**src/rtl/uart_pkg.sv**
```systemverilog
`default_nettype none
// ============================================================================
//  Module      : uart_pkg
//  Description : Shared UART definitions: oversampling constants, receiver
//                state encoding and the 3-sample majority helper.
//  Revision    : 1.0 - initial release
// ============================================================================
package uart_pkg;

    localparam int OVERSAMPLE = 16;
    localparam int SAMPLE_LO  = 7;
    localparam int SAMPLE_MID = 8;
    localparam int SAMPLE_HI  = 9;

    typedef enum logic [2:0] {
        ST_IDLE   = 3'd0,
        ST_START  = 3'd1,
        ST_DATA   = 3'd2,
        ST_PARITY = 3'd3,
        ST_STOP   = 3'd4
    } uart_rx_state_t;

    function automatic logic majority3(input logic a, input logic b, input logic c);
        return (a & b) | (a & c) | (b & c);
    endfunction

endpackage
`default_nettype wire

```
**src/rtl/uart_rx_sampler.sv**
```systemverilog
`default_nettype none
// ============================================================================
//  Module      : uart_rx_sampler
//  Description : Two-flop synchronizer for the serial line plus the sample
//                registers feeding the 3-sample majority vote. The vote is
//                valid during the tick where the sample counter is SAMPLE_HI.
//  Revision    : 1.0 - initial release
// ============================================================================
module uart_rx_sampler
    import uart_pkg::*;
(
    input  logic       clk,
    input  logic       reset,
    input  logic       rx,
    input  logic       tick_16x,
    input  logic [3:0] cnt,
    output logic       rx_sync,
    output logic       bit_vote
);

    logic r_meta;
    logic r_sync;
    logic r_s_lo;
    logic r_s_mid;

    // Synchronize the asynchronous line; idle level is high
    always_ff @(posedge clk or posedge reset) begin
        if (reset) begin
            r_meta <= 1'b1;
            r_sync <= 1'b1;
        end else begin
            r_meta <= rx;
            r_sync <= r_meta;
        end
    end

    // Capture the first two of the three mid-bit samples
    always_ff @(posedge clk or posedge reset) begin
        if (reset) begin
            r_s_lo  <= 1'b1;
            r_s_mid <= 1'b1;
        end else if (tick_16x) begin
            if (cnt == 4'(SAMPLE_LO))
                r_s_lo <= r_sync;
            if (cnt == 4'(SAMPLE_MID))
                r_s_mid <= r_sync;
        end
    end

    // Third sample is the live synchronized value on the SAMPLE_HI tick
    assign rx_sync  = r_sync;
    assign bit_vote = majority3(r_s_lo, r_s_mid, r_sync);

endmodule
`default_nettype wire

```
**src/rtl/uart_rx.sv**
```systemverilog
`default_nettype none
// ============================================================================
//  Module      : uart_rx
//  Description : 16x oversampling UART receiver with majority voting, parity
//                and stop-bit checking, and a valid/ready output handshake.
//  Revision    : 1.0 - initial release
// ============================================================================
module uart_rx
    import uart_pkg::*;
#(
    parameter int DATA_BITS  = 8,
    parameter int PARITY_EN  = 0,
    parameter int PARITY_ODD = 0,
    parameter int STOP_BITS  = 1
) (
    input  logic                 clk,
    input  logic                 reset,
    input  logic                 tick_16x,
    input  logic                 rx,
    output logic [DATA_BITS-1:0] rx_data,
    output logic                 rx_valid,
    input  logic                 rx_ready,
    output logic                 parity_err,
    output logic                 frame_err,
    output logic                 overrun,
    output logic                 busy
);

    localparam logic [3:0] c_last_bit  = 4'(DATA_BITS - 1);
    localparam logic       c_last_stop = 1'(STOP_BITS - 1);
    localparam logic       c_par_odd   = 1'(PARITY_ODD);

    uart_rx_state_t       r_state;
    logic [3:0]           r_cnt;
    logic                 r_armed;
    logic [3:0]           r_bit_cnt;
    logic                 r_stop_cnt;
    logic [DATA_BITS-1:0] r_shift;
    logic                 r_par_err;
    logic                 r_frm_err;

    logic [DATA_BITS-1:0] r_rx_data;
    logic                 r_rx_valid;
    logic                 r_parity_err;
    logic                 r_frame_err;
    logic                 r_overrun;

    logic w_sync;
    logic w_vote;
    logic w_hi;
    logic w_last;
    logic w_done;

    uart_rx_sampler u_sampler (
        .clk      (clk),
        .reset    (reset),
        .rx       (rx),
        .tick_16x (tick_16x),
        .cnt      (r_cnt),
        .rx_sync  (w_sync),
        .bit_vote (w_vote)
    );

    assign w_hi   = (r_cnt == 4'(SAMPLE_HI));
    assign w_last = (r_cnt == 4'(OVERSAMPLE - 1));
    // Frame ends at mid-sample of the final stop bit, not at its end,
    // so the next start edge can be caught early
    assign w_done = tick_16x && (r_state == ST_STOP) && w_hi && (r_stop_cnt == c_last_stop);

    // Frame FSM, sample counter, bit counters and shift register
    always_ff @(posedge clk or posedge reset) begin
        if (reset) begin
            r_state    <= ST_IDLE;
            r_cnt      <= '0;
            r_armed    <= 1'b0;
            r_bit_cnt  <= '0;
            r_stop_cnt <= 1'b0;
            r_shift    <= '0;
            r_par_err  <= 1'b0;
            r_frm_err  <= 1'b0;
        end else if (tick_16x) begin
            r_cnt <= r_cnt + 4'd1;
            case (r_state)
                ST_IDLE: begin
                    r_cnt <= '0;
                    // A low line only counts as a start after it was seen high
                    if (w_sync) begin
                        r_armed <= 1'b1;
                    end else if (r_armed) begin
                        r_armed    <= 1'b0;
                        r_state    <= ST_START;
                        r_bit_cnt  <= '0;
                        r_stop_cnt <= 1'b0;
                        r_par_err  <= 1'b0;
                        r_frm_err  <= 1'b0;
                    end
                end
                ST_START: begin
                    if (w_hi && w_vote) begin
                        r_state <= ST_IDLE;
                        r_cnt   <= '0;
                    end else if (w_last) begin
                        r_state <= ST_DATA;
                    end
                end
                ST_DATA: begin
                    if (w_hi)
                        r_shift <= {w_vote, r_shift[DATA_BITS-1:1]};
                    if (w_last) begin
                        if (r_bit_cnt == c_last_bit) begin
                            r_bit_cnt <= '0;
                            r_state   <= (PARITY_EN != 0) ? ST_PARITY : ST_STOP;
                        end else begin
                            r_bit_cnt <= r_bit_cnt + 4'd1;
                        end
                    end
                end
                ST_PARITY: begin
                    if (w_hi)
                        r_par_err <= ((^r_shift) ^ w_vote) != c_par_odd;
                    if (w_last)
                        r_state <= ST_STOP;
                end
                ST_STOP: begin
                    if (w_hi) begin
                        if (!w_vote)
                            r_frm_err <= 1'b1;
                        if (r_stop_cnt == c_last_stop) begin
                            r_state <= ST_IDLE;
                            r_cnt   <= '0;
                        end
                    end
                    if (w_last)
                        r_stop_cnt <= r_stop_cnt + 1'b1;
                end
                default: begin
                    r_state <= ST_IDLE;
                    r_cnt   <= '0;
                end
            endcase
        end
    end

    // Output word and status; a completion wins over a same-cycle accept
    always_ff @(posedge clk or posedge reset) begin
        if (reset) begin
            r_rx_data    <= '0;
            r_rx_valid   <= 1'b0;
            r_parity_err <= 1'b0;
            r_frame_err  <= 1'b0;
            r_overrun    <= 1'b0;
        end else if (w_done) begin
            r_rx_data    <= r_shift;
            r_rx_valid   <= 1'b1;
            r_parity_err <= r_par_err;
            r_frame_err  <= r_frm_err | ~w_vote;
            r_overrun    <= r_rx_valid & ~rx_ready;
        end else if (r_rx_valid && rx_ready) begin
            r_rx_valid <= 1'b0;
        end
    end

    assign rx_data    = r_rx_data;
    assign rx_valid   = r_rx_valid;
    assign parity_err = r_parity_err;
    assign frame_err  = r_frame_err;
    assign overrun    = r_overrun;
    assign busy       = (r_state != ST_IDLE);

endmodule
`default_nettype wire

```
**config.mk**
```make
export PLATFORM = sky130hd
export DESIGN_NAME = uart_rx
export DESIGN_NICKNAME = d
export VERILOG_FILES = /design/src/rtl/uart_pkg.sv /design/src/rtl/uart_rx_sampler.sv /design/src/rtl/uart_rx.sv
export SDC_FILE = /design/constraint.sdc
export NUM_CORES = 1
export LEC_CHECK = 0
export CORE_MARGIN = 2
export CORE_UTILIZATION = 51
export DETAILED_ROUTE_END_ITERATION = 8
export GPL_TIMING_DRIVEN = 0
export PLACE_DENSITY = 0.75
export SYNTH_ARGS = -nofsm -noshare
export SYNTH_HDL_FRONTEND = slang
export SYNTH_SLANG_ARGS = --single-unit
```
**constraint.sdc**
```tcl
create_clock -name clk -period 1.8 [get_ports clk]
set_input_delay 0.18 -clock clk [delete_from_list [all_inputs] [get_ports clk]]
set_output_delay 0.18 -clock clk [all_outputs]
set_load 0.01 [all_outputs]
```
==> After elaboration in Yosys (flattened, before gate mapping) <==
Cells that the tools add are included.
{ "word_totals": {"reg_bits": 39, "inputBits": 5, "output_inout_bits": 13} }
{ "op_classes": {"n_addsub": 3, "n_eq_ne": 20, "mux": 31, "bitwise_logic": 11, "n_reduce_logical": 22} }
{ "ops": {"columns": ["op", "count"], "rows": [
  ["two-way mux 4 bit", 7],
  ["two-way mux 3 bit", 9],
  ["inequality test 2 bit, second input constant", 10],
  ["one-hot mux 3 bit (5 select lines)", 1],
  ["AND reduction 5 bit", 3],
  ["equality test 4 bit, second input constant", 3],
  ["one-hot mux 4 bit (3 select lines)", 1],
  ["two-way mux 1 bit", 9],
  ["AND reduction 9 bit", 1],
  ["adder 4 x 1 -> 4 bit, second input constant", 2],
  ["equality test 4 x 3 -> 1 bit, second input constant", 2],
  ["one-hot mux 4 bit (2 select lines)", 1],
  ["nonzero test 2 bit", 4],
  ["XOR reduction 8 bit", 1],
  ["equality test 3 x 2 -> 1 bit, second input constant", 2],
  ["one-hot mux 1 bit (2 select lines)", 3],
  ["AND reduction 2 bit", 3],
  ["AND reduction 6 bit", 1],
  ["logical AND 1 bit", 5],
  ["bitwise AND 1 bit", 4],
  ["equality test 3 x 1 -> 1 bit, second input constant", 1],
  ["equality test 3 bit, second input constant", 1],
  ["logical NOT 3 bit", 1],
  ["inequality test 3 bit, second input constant", 1],
  ["7 further kinds", 11]
]} }

==> Longest topological paths before layout <==
Gate-level depths: netlist (run 1).
{ "logic_depth": {"word_depth": 6, "mapped_depth": 6, "ltp_nobuf": 6} }

==> Hierarchy <==
Synthesis (run 1) repeated with hierarchy kept, for this count alone.
{ "hier_totals": {"hier_cells": 160, "hier_area_um2": 2038.2} }
{ "modules_own_cells": {"columns": ["module", "instances", "cells_per_inst", "area_each_um2"], "rows": [
  ["uart_rx", 1, 148, 1861.8],
  ["uart_rx_sampler", 1, 12, 176.4]
]} }

==> Worst setup path after synthesis (run 1) <==
No wires, ideal clock.
{ "synth_timing": {"path_kind": "register to register", "from": "register r_cnt[0]", "to": "register r_state[1]", "setup_time_ps": 133, "arrival_time_ps": 1519, "t_required_ps": 1667, "slack_ps": 148, "stages_incl_launch_ff": 6, "path_buffers": 0, "path_cell_list": "dfrtp_1 ha_1 and3b_1 a221oi_1 or2_1 o41ai_1"} }
{ "synth_between": {"elab_chain_len": 4, "elab_cells_between_ends": 10, "classes_between": "eq/ne (6); mux (2); reduce/logical (2)"} }
{ "synth_lines": {"columns": ["element", "line", "rtl"], "rows": [
  ["start, declared", "uart_rx.sv:34", "logic [3:0] r_cnt;"],
  ["start signal, assigned", "uart_rx.sv:82", "r_cnt <= r_cnt + 4'd1;"],
  ["equality test 4 bit", "uart_rx.sv:64", "assign w_hi = (r_cnt == 4'(SAMPLE_HI));"],
  ["logical AND 1 bit", "uart_rx.sv:99", "if (w_hi && w_vote) begin"],
  ["inequality test 3 bit (no line) / two-way mux 3 bit (equally long branches)", null, null],
  ["AND reduction 9 bit (no line) / one-hot mux 3 bit (5 select lines) (equally long branches)", null, null],
  ["end signal, assigned", "uart_rx.sv:112", "r_state <= (PARITY_EN != 0) ? ST_PARITY : ST_STOP;"],
  ["end, declared", "uart_rx.sv:33", "uart_rx_state_t r_state;"]
]} }
Several ways; a longest one is shown, not always the timed one.
A chain may end at the register's enable or synchronous reset.

==> Worst setup path after layout (run 1) <==
{ "layout_timing": {"from": "register r_state[0]", "to": "output port busy"} }
{ "layout_between": {"elab_chain_len": 1} }
{ "layout_lines": {"columns": ["element", "line", "rtl"], "rows": [
  ["nonzero test 3 bit", "uart_rx.sv:168", "assign busy = (r_state != ST_IDLE);"],
  ["end, declared", "uart_rx.sv:26", "output logic busy"]
]} }
Every way passes these cells.

==> flow_metrics.env, run 1 <==
export IMPL_outcome="complete, no violations"
export IMPL_core_region_area_um2=3690
export IMPL_path_clk_slew_ps=70
export IMPL_layout_drive_gt1_share=0.281
export IMPL_synth_cell_types=50
export IMPL_diodes=0
export IMPL_clock_sink_count=39
export IMPL_critPathLaunch="r_state[0]$_DFFE_PP0P_"
export IMPL_synth_top_area_share=0.445
export IMPL_rsz0062_at_grt="true"
export IMPL_max_slew_worst_pin_slew_ps=777
export IMPL_synth_edf_count=0
export IMPL_end_kind="output pin"
export IMPL_setup_slack_ps=46.1
export IMPL_p_seq_frac=0.434
export IMPL_portBuffers=17
export IMPL_hold_class="in2reg"
export IMPL_first_pass_iters=4
export IMPL_timing_rr_end="r_bit_cnt[3]$_DFFE_PP0P_"
export IMPL_dp_cells=235
export IMPL_endpoint="busy"
export IMPL_chipWidth_um=66.1
export IMPL_synth_most_common_cell="dfrtp_1"
export IMPL_grt_max_degree=40
export IMPL_p_int_uw=1780
export IMPL_start_kind="register"
export IMPL_r2r_cells=5
export IMPL_hold_violations=0
export IMPL_wl_per_cell_um=15.5
export IMPL_synth_seq_cells=39
export IMPL_ios=18
export IMPL_p_sw_uw=932
export IMPL_clkPwrFrac=0.209
export IMPL_worst_hold_slack_ps=302
export IMPL_slew_viol_final=0
export IMPL_worstPathRequired_ps=1620
export IMPL_power_uw=2710
export IMPL_hpwlAfterDp_um=2700
export IMPL_grt_overflow=0
export IMPL_num_vias=1413
export IMPL_antenna_found_initial=0
export IMPL_cts_inserted_buffers=5
export IMPL_worstPathArrival_ps=1570
export IMPL_yosysSeqAreaShare=0.498
export IMPL_hold_buffers=0
export IMPL_syn_avg_cell_area_um2=11.6
export IMPL_power_density_nw_per_um2=1160
export IMPL_fin_cells=244
export IMPL_power_leakage_uw=0.00107
export IMPL_fin_crit_sh=0.974
export IMPL_grt_pass1_wl_um=6490
export IMPL_synth_yosys_warnings=0
export IMPL_min_period_ps=1750
export IMPL_final_util=0.633
export IMPL_via_per_inst=5.79
export IMPL_drt_wl_total_um=3780
export IMPL_switching_share=0.344
export IMPL_relSlewSlack=0.481
export IMPL_r2r_slack_ps=70
export IMPL_maxCapViolations=0
export IMPL_drc=0
export IMPL_synthTopCellsByArea="dfrtp_1 (44%), mux2_2 (11%), dfstp_2 (5.3%)"
export IMPL_async_flop_share=1.00
export IMPL_nNetsFinal=204
export IMPL_start_util=0.534
export IMPL_clock_latency_ps=290
export IMPL_yosysTopAreaCell="dfrtp_1"
export IMPL_final_setup_viol_count=0
export IMPL_ys_top_cells_by_count="dfrtp_1 (35), mux2_2 (20), nand2_1 (10)"
export IMPL_htree_levels=2
export IMPL_drtIter0Drc=67
export IMPL_crit_type="reg2out"
export IMPL_netlist_instances=170
export IMPL_ant_nets=0
export IMPL_clock_skew_final_ps=5.26
export IMPL_clock_fmax_mhz=570
export IMPL_routabilityCongestion=0.863
export IMPL_ir_drop_v=0.000820
export IMPL_tritoncts="built"
export IMPL_die_height_um=66.1
export IMPL_grt_pass1_vias=1375
export IMPL_synth_ff_type="dfrtp_1"
export IMPL_grt_use_total=0.196
export IMPL_dp_slack_ps=-232
export IMPL_syn_num_nets=179
export IMPL_clockBufferDepth=2
export IMPL_cts_root_buf="clkbuf_8"
export IMPL_p_comb_frac=0.358
export IMPL_die_area_um2=4370
export IMPL_synth_area_um2=1970
export IMPL_r2r_start="r_state[1]$_DFFE_PP0P_"
export IMPL_num_rows=22
export IMPL_worstPathMaxFanout=8
export IMPL_area_delta_synth_final_pct=18.6
==> logic make-up (layout without fill, tap and decap cells) <==
family                   after synthesis  in the layout  synth area share
AND/OR/NAND/NOR                       49             49             0.147
flip-flops                            39             39             0.498
AO/OA/AOI/OAI                         31             31             0.109
multiplexers                          22             22             0.125
buffers and inverters                 16             42            0.0483
XOR/XNOR                               8              8            0.0426
adder cells (fa/ha/maj)                5              5            0.0305
==> worst max-delay path, stage by stage (launching register included) <==
cell	delay (ps)
dfrtp_1	490
nor2_2	220
nand2_1	100
clkdlybuf4s50_1	480
==> sequential cells by signal (all words and copies together), names as in the netlist, 3 cells and up <==
name and flops:
r_shift 8, r_state 3, rx_data 8, r_bit_cnt 4, r_cnt 4
==> placed cells by master, fill, tap and decap left out, types with 4 or more instances in the layout <==
cell             count
inv_1                8
nand3_1              6
o21ai_0              9
mux2_2              20
xnor2_1              7
dfstp_2              4
nor2_1               4
dfrtp_1             35
clkbuf_8             6
clkdlybuf4s50_1     17
nand2_1             10
==> through the flow <==
step / TNS (ps) / cell area [um^2]
2_1_floorplan: 0 / 1970
3_3_place_gp: -1590 / 2200
3_5_place_dp: -1670 / 2200
4_1_cts: 0 / 2310
5_1_grt: -57.0 / 2330
6_report: 0 / 2330
==> power groups by stage <==
| stage | Clock (uW) | Combinational (uW) | Sequential [uW] |
|---|---|---|---|
| 3_3_place_gp | 0 | 870 | 1170 |
| 4_1_cts | 578 | 924 | 1170 |
| 3_5_place_dp | 0 | 894 | 1190 |
| 5_1_grt | 615 | 1070 | 1200 |
| 6_report | 566 | 970 | 1180 |
| 2_1_floorplan | 0 | 714 | 1150 |
==> cell type report <==
type                            count  area, um^2
Buffer                              7        62.6
Timing Repair Buffer               18         178
Multi-Input combinational cell    115         935
Sequential cell                    39         981
Clock inverter                      2        12.5
Tap cell                           48        60.1
Clock buffer                        6        72.6
Fill cell                         309        1350
Inverter                            9        33.8
==> timing repair <==
| item | 4_1_cts | 5_1_grt |
|---|---|---|
| gates resized for setup | 3 | 9 |
| setup endpoints to repair | 11 | 15 |
| buffers inserted | 1 | 0 |
| pin swaps | 1 | 0 |
==> layer usage <==
layer | vias up | global-route usage | wire, um
li1 | 660 | - | -
met1 | 708 | 0.255 | 1640
met2 | 38 | 0.323 | 1930
met3 | 7 | 0.0460 | 147
met4 | 0 | 0.0663 | 53
met5 | - | 0 | 0
==> how the worst min path moves through the flow <==
stage          cells past startpoint                          end                        from
2_1_floorplan                      0   u_sampler.r_meta$_DFF_PP1_                          rx
3_3_place_gp                       0  u_sampler.rx_sync$_DFF_PP1_  u_sampler.r_meta$_DFF_PP1_
3_5_place_dp                       0  u_sampler.rx_sync$_DFF_PP1_  u_sampler.r_meta$_DFF_PP1_
4_1_cts                            1   u_sampler.r_meta$_DFF_PP1_                          rx
5_1_grt                            1   u_sampler.r_meta$_DFF_PP1_                          rx
6_report                           1   u_sampler.r_meta$_DFF_PP1_                          rx
Note: power is estimated with default switching activity, not from simulation.
==> run 2, diff against run 1 <==
--- a/config.mk
+++ b/config.mk
@@ -9,7 +9,7 @@
 export CORE_UTILIZATION = 51
 export DETAILED_ROUTE_END_ITERATION = 8
 export GPL_TIMING_DRIVEN = 0
-export PLACE_DENSITY = 0.75
+export PLACE_DENSITY = 0.83
 export SYNTH_ARGS = -nofsm -noshare
 export SYNTH_HDL_FRONTEND = slang
 export SYNTH_SLANG_ARGS = --single-unit
==> run 2 against run 1 <==
Compared with the run above:
- sequential share of layout area decreased by 1.0 points
- sequential power hardly changed
- die area did not move
- register-to-register slack about the same
- via count is 0.99% higher
- non-clock buffer count unchanged
- final area rose by 2.5%
- hold slack worse by 15 ps
- critical path depth did not move
- critical path type unchanged
==> flow_metrics.env, run 2 (synthesis results as in run 1) <==
export IMPL_clock_sink_count=39
export IMPL_power_leakage_uw=0.00110
export IMPL_start_util=0.534
export IMPL_num_vias=1427
export IMPL_power_density_nw_per_um2=1240
export IMPL_via_per_inst=5.85
export IMPL_cts_root_buf="clkbuf_8"
export IMPL_drc=0
export IMPL_ir_drop_v=0.000752
export IMPL_cts_inserted_buffers=5
export IMPL_final_common_cell="dfrtp_1"
export IMPL_ant_nets=0
export IMPL_worst_hold_slack_ps=287
export IMPL_diodes=0
export IMPL_clockBufferDepth=2
export IMPL_chipWidth_um=66.1
export IMPL_wl_met1_um=1740
export IMPL_worstPathMaxFanout=8
export IMPL_grt_pass1_wl_um=6690
export IMPL_end_kind="output pin"
export IMPL_outcome="complete, no violations"
export IMPL_core_region_area_um2=3690
export IMPL_top_layer_used="met4"
export IMPL_grt_overflow=0
export IMPL_clock_latency_ps=300
export IMPL_num_rows=22
export IMPL_slew_viol_final=0
export IMPL_die_height_um=66.1
export IMPL_nNetsFinal=204
export IMPL_worstPathArrival_ps=1580
export IMPL_die_area_um2=4370
export IMPL_drtIter0Drc=51
export IMPL_htree_levels=2
export IMPL_fin_crit_sh=0.977
export IMPL_clock_skew_final_ps=5.56
export IMPL_hold_class="in2reg"
export IMPL_final_setup_viol_count=0
export IMPL_hold_violations=0
export IMPL_min_period_ps=1760
export IMPL_power_uw=2960
export IMPL_portBuffers=17
export IMPL_met2_length_um=1910
export IMPL_relSlewSlack=0.478
export IMPL_area_delta_synth_final_pct=21.5
export IMPL_final_cell_mix="dfrtp_1 (35), mux2_2 (20), clkdlybuf4s50_1 (17)"
export IMPL_grt_use_total=0.203
export IMPL_path_clk_slew_ps=80
export IMPL_hold_buffers=0
export IMPL_fillers=287
export IMPL_ios=18
export IMPL_crit_type="reg2out"
export IMPL_start_kind="register"
export IMPL_grt_max_degree=40
export IMPL_clock_fmax_mhz=568
export IMPL_drt_wl_total_um=3980
export IMPL_antenna_found_initial=0
export IMPL_grt_pass1_vias=1407
export IMPL_maxCapViolations=0
export IMPL_wl_per_cell_um=16.3
export IMPL_routabilityCongestion=0.900
export IMPL_tritoncts="built"
export IMPL_wl_met3_um=220
export IMPL_max_slew_worst_pin_slew_ps=782
export IMPL_first_pass_iters=4
export IMPL_worstPathRequired_ps=1620
export IMPL_hpwlAfterDp_um=2610
export IMPL_layout_drive_gt1_share=0.286
## run 2: area by class of cell
type | instances | area [um^2] | share of cell area
inverters | 9 | 33.8 | 0.0141
repair buffers | 18 | 178 | 0.0743
clock inverters | 2 | 35.0 | 0.0146
clock buffers | 6 | 82.6 | 0.0345
multi-input cells | 115 | 960 | 0.401
flip-flops and latches | 39 | 981 | 0.410
plain buffers | 7 | 62.6 | 0.0262
well taps | 48 | 60.1 | 0.0251
## run 2: power by group
part | switching [uW] | total, uW | internal (uW)
registers | 139 | 1190 | 1050
logic | 537 | 1020 | 482
clock network | 306 | 754 | 448
## run 2: layer usage
layer	vias up	global-route usage
li1	664	-
met1	695	0.260
met2	54	0.324
met3	14	0.0579
met4	0	0.0842
met5	-	0
## run 2: repair_timing
action | in CTS | in global routing
pin swaps | 0 | 3
setup endpoints to repair | 7 | 22
gates resized for setup | 4 | 11
setup buffers | 0 | 1
## run 2: critical path, stage by stage (launching register included)
cell and delay, ps:
dfrtp_1 570, nor2_4 80, nand2_1 100, clkdlybuf4s50_1 530
## run 2: worst paths after layout
path	depth (start not counted)	end	slack (ps)	startpoint
max in group asynchronous	2	r_armed$_DFFE_PP0P_	960	reset
worst min-delay path	1	u_sampler.r_meta$_DFF_PP1_	290	rx
min in group asynchronous	2	rx_data[2]$_DFFE_PP0P_	350	reset
worst max-delay path	3	busy	40	r_state[0]$_DFFE_PP0P_
worst max register to register	5	r_shift[0]$_DFFE_PP0P_	60	r_state[2]$_DFFE_PP0P_
worst min register to register	0	u_sampler.rx_sync$_DFF_PP1_	360	u_sampler.r_meta$_DFF_PP1_
## run 2: stage by stage
step,cell area (um^2),setup slack (ps),utilization,cells,TNS (ps)
after detailed placement,2200,-241,0.596,235,-1150
after CTS,2340,0.139,0.633,243,0
final,2390,40.5,0.649,244,0
after floorplan,1970,148,-,170,0
after global placement,2200,-153,0.596,235,-2590
after global routing,2390,-7.13,0.649,244,-7.13
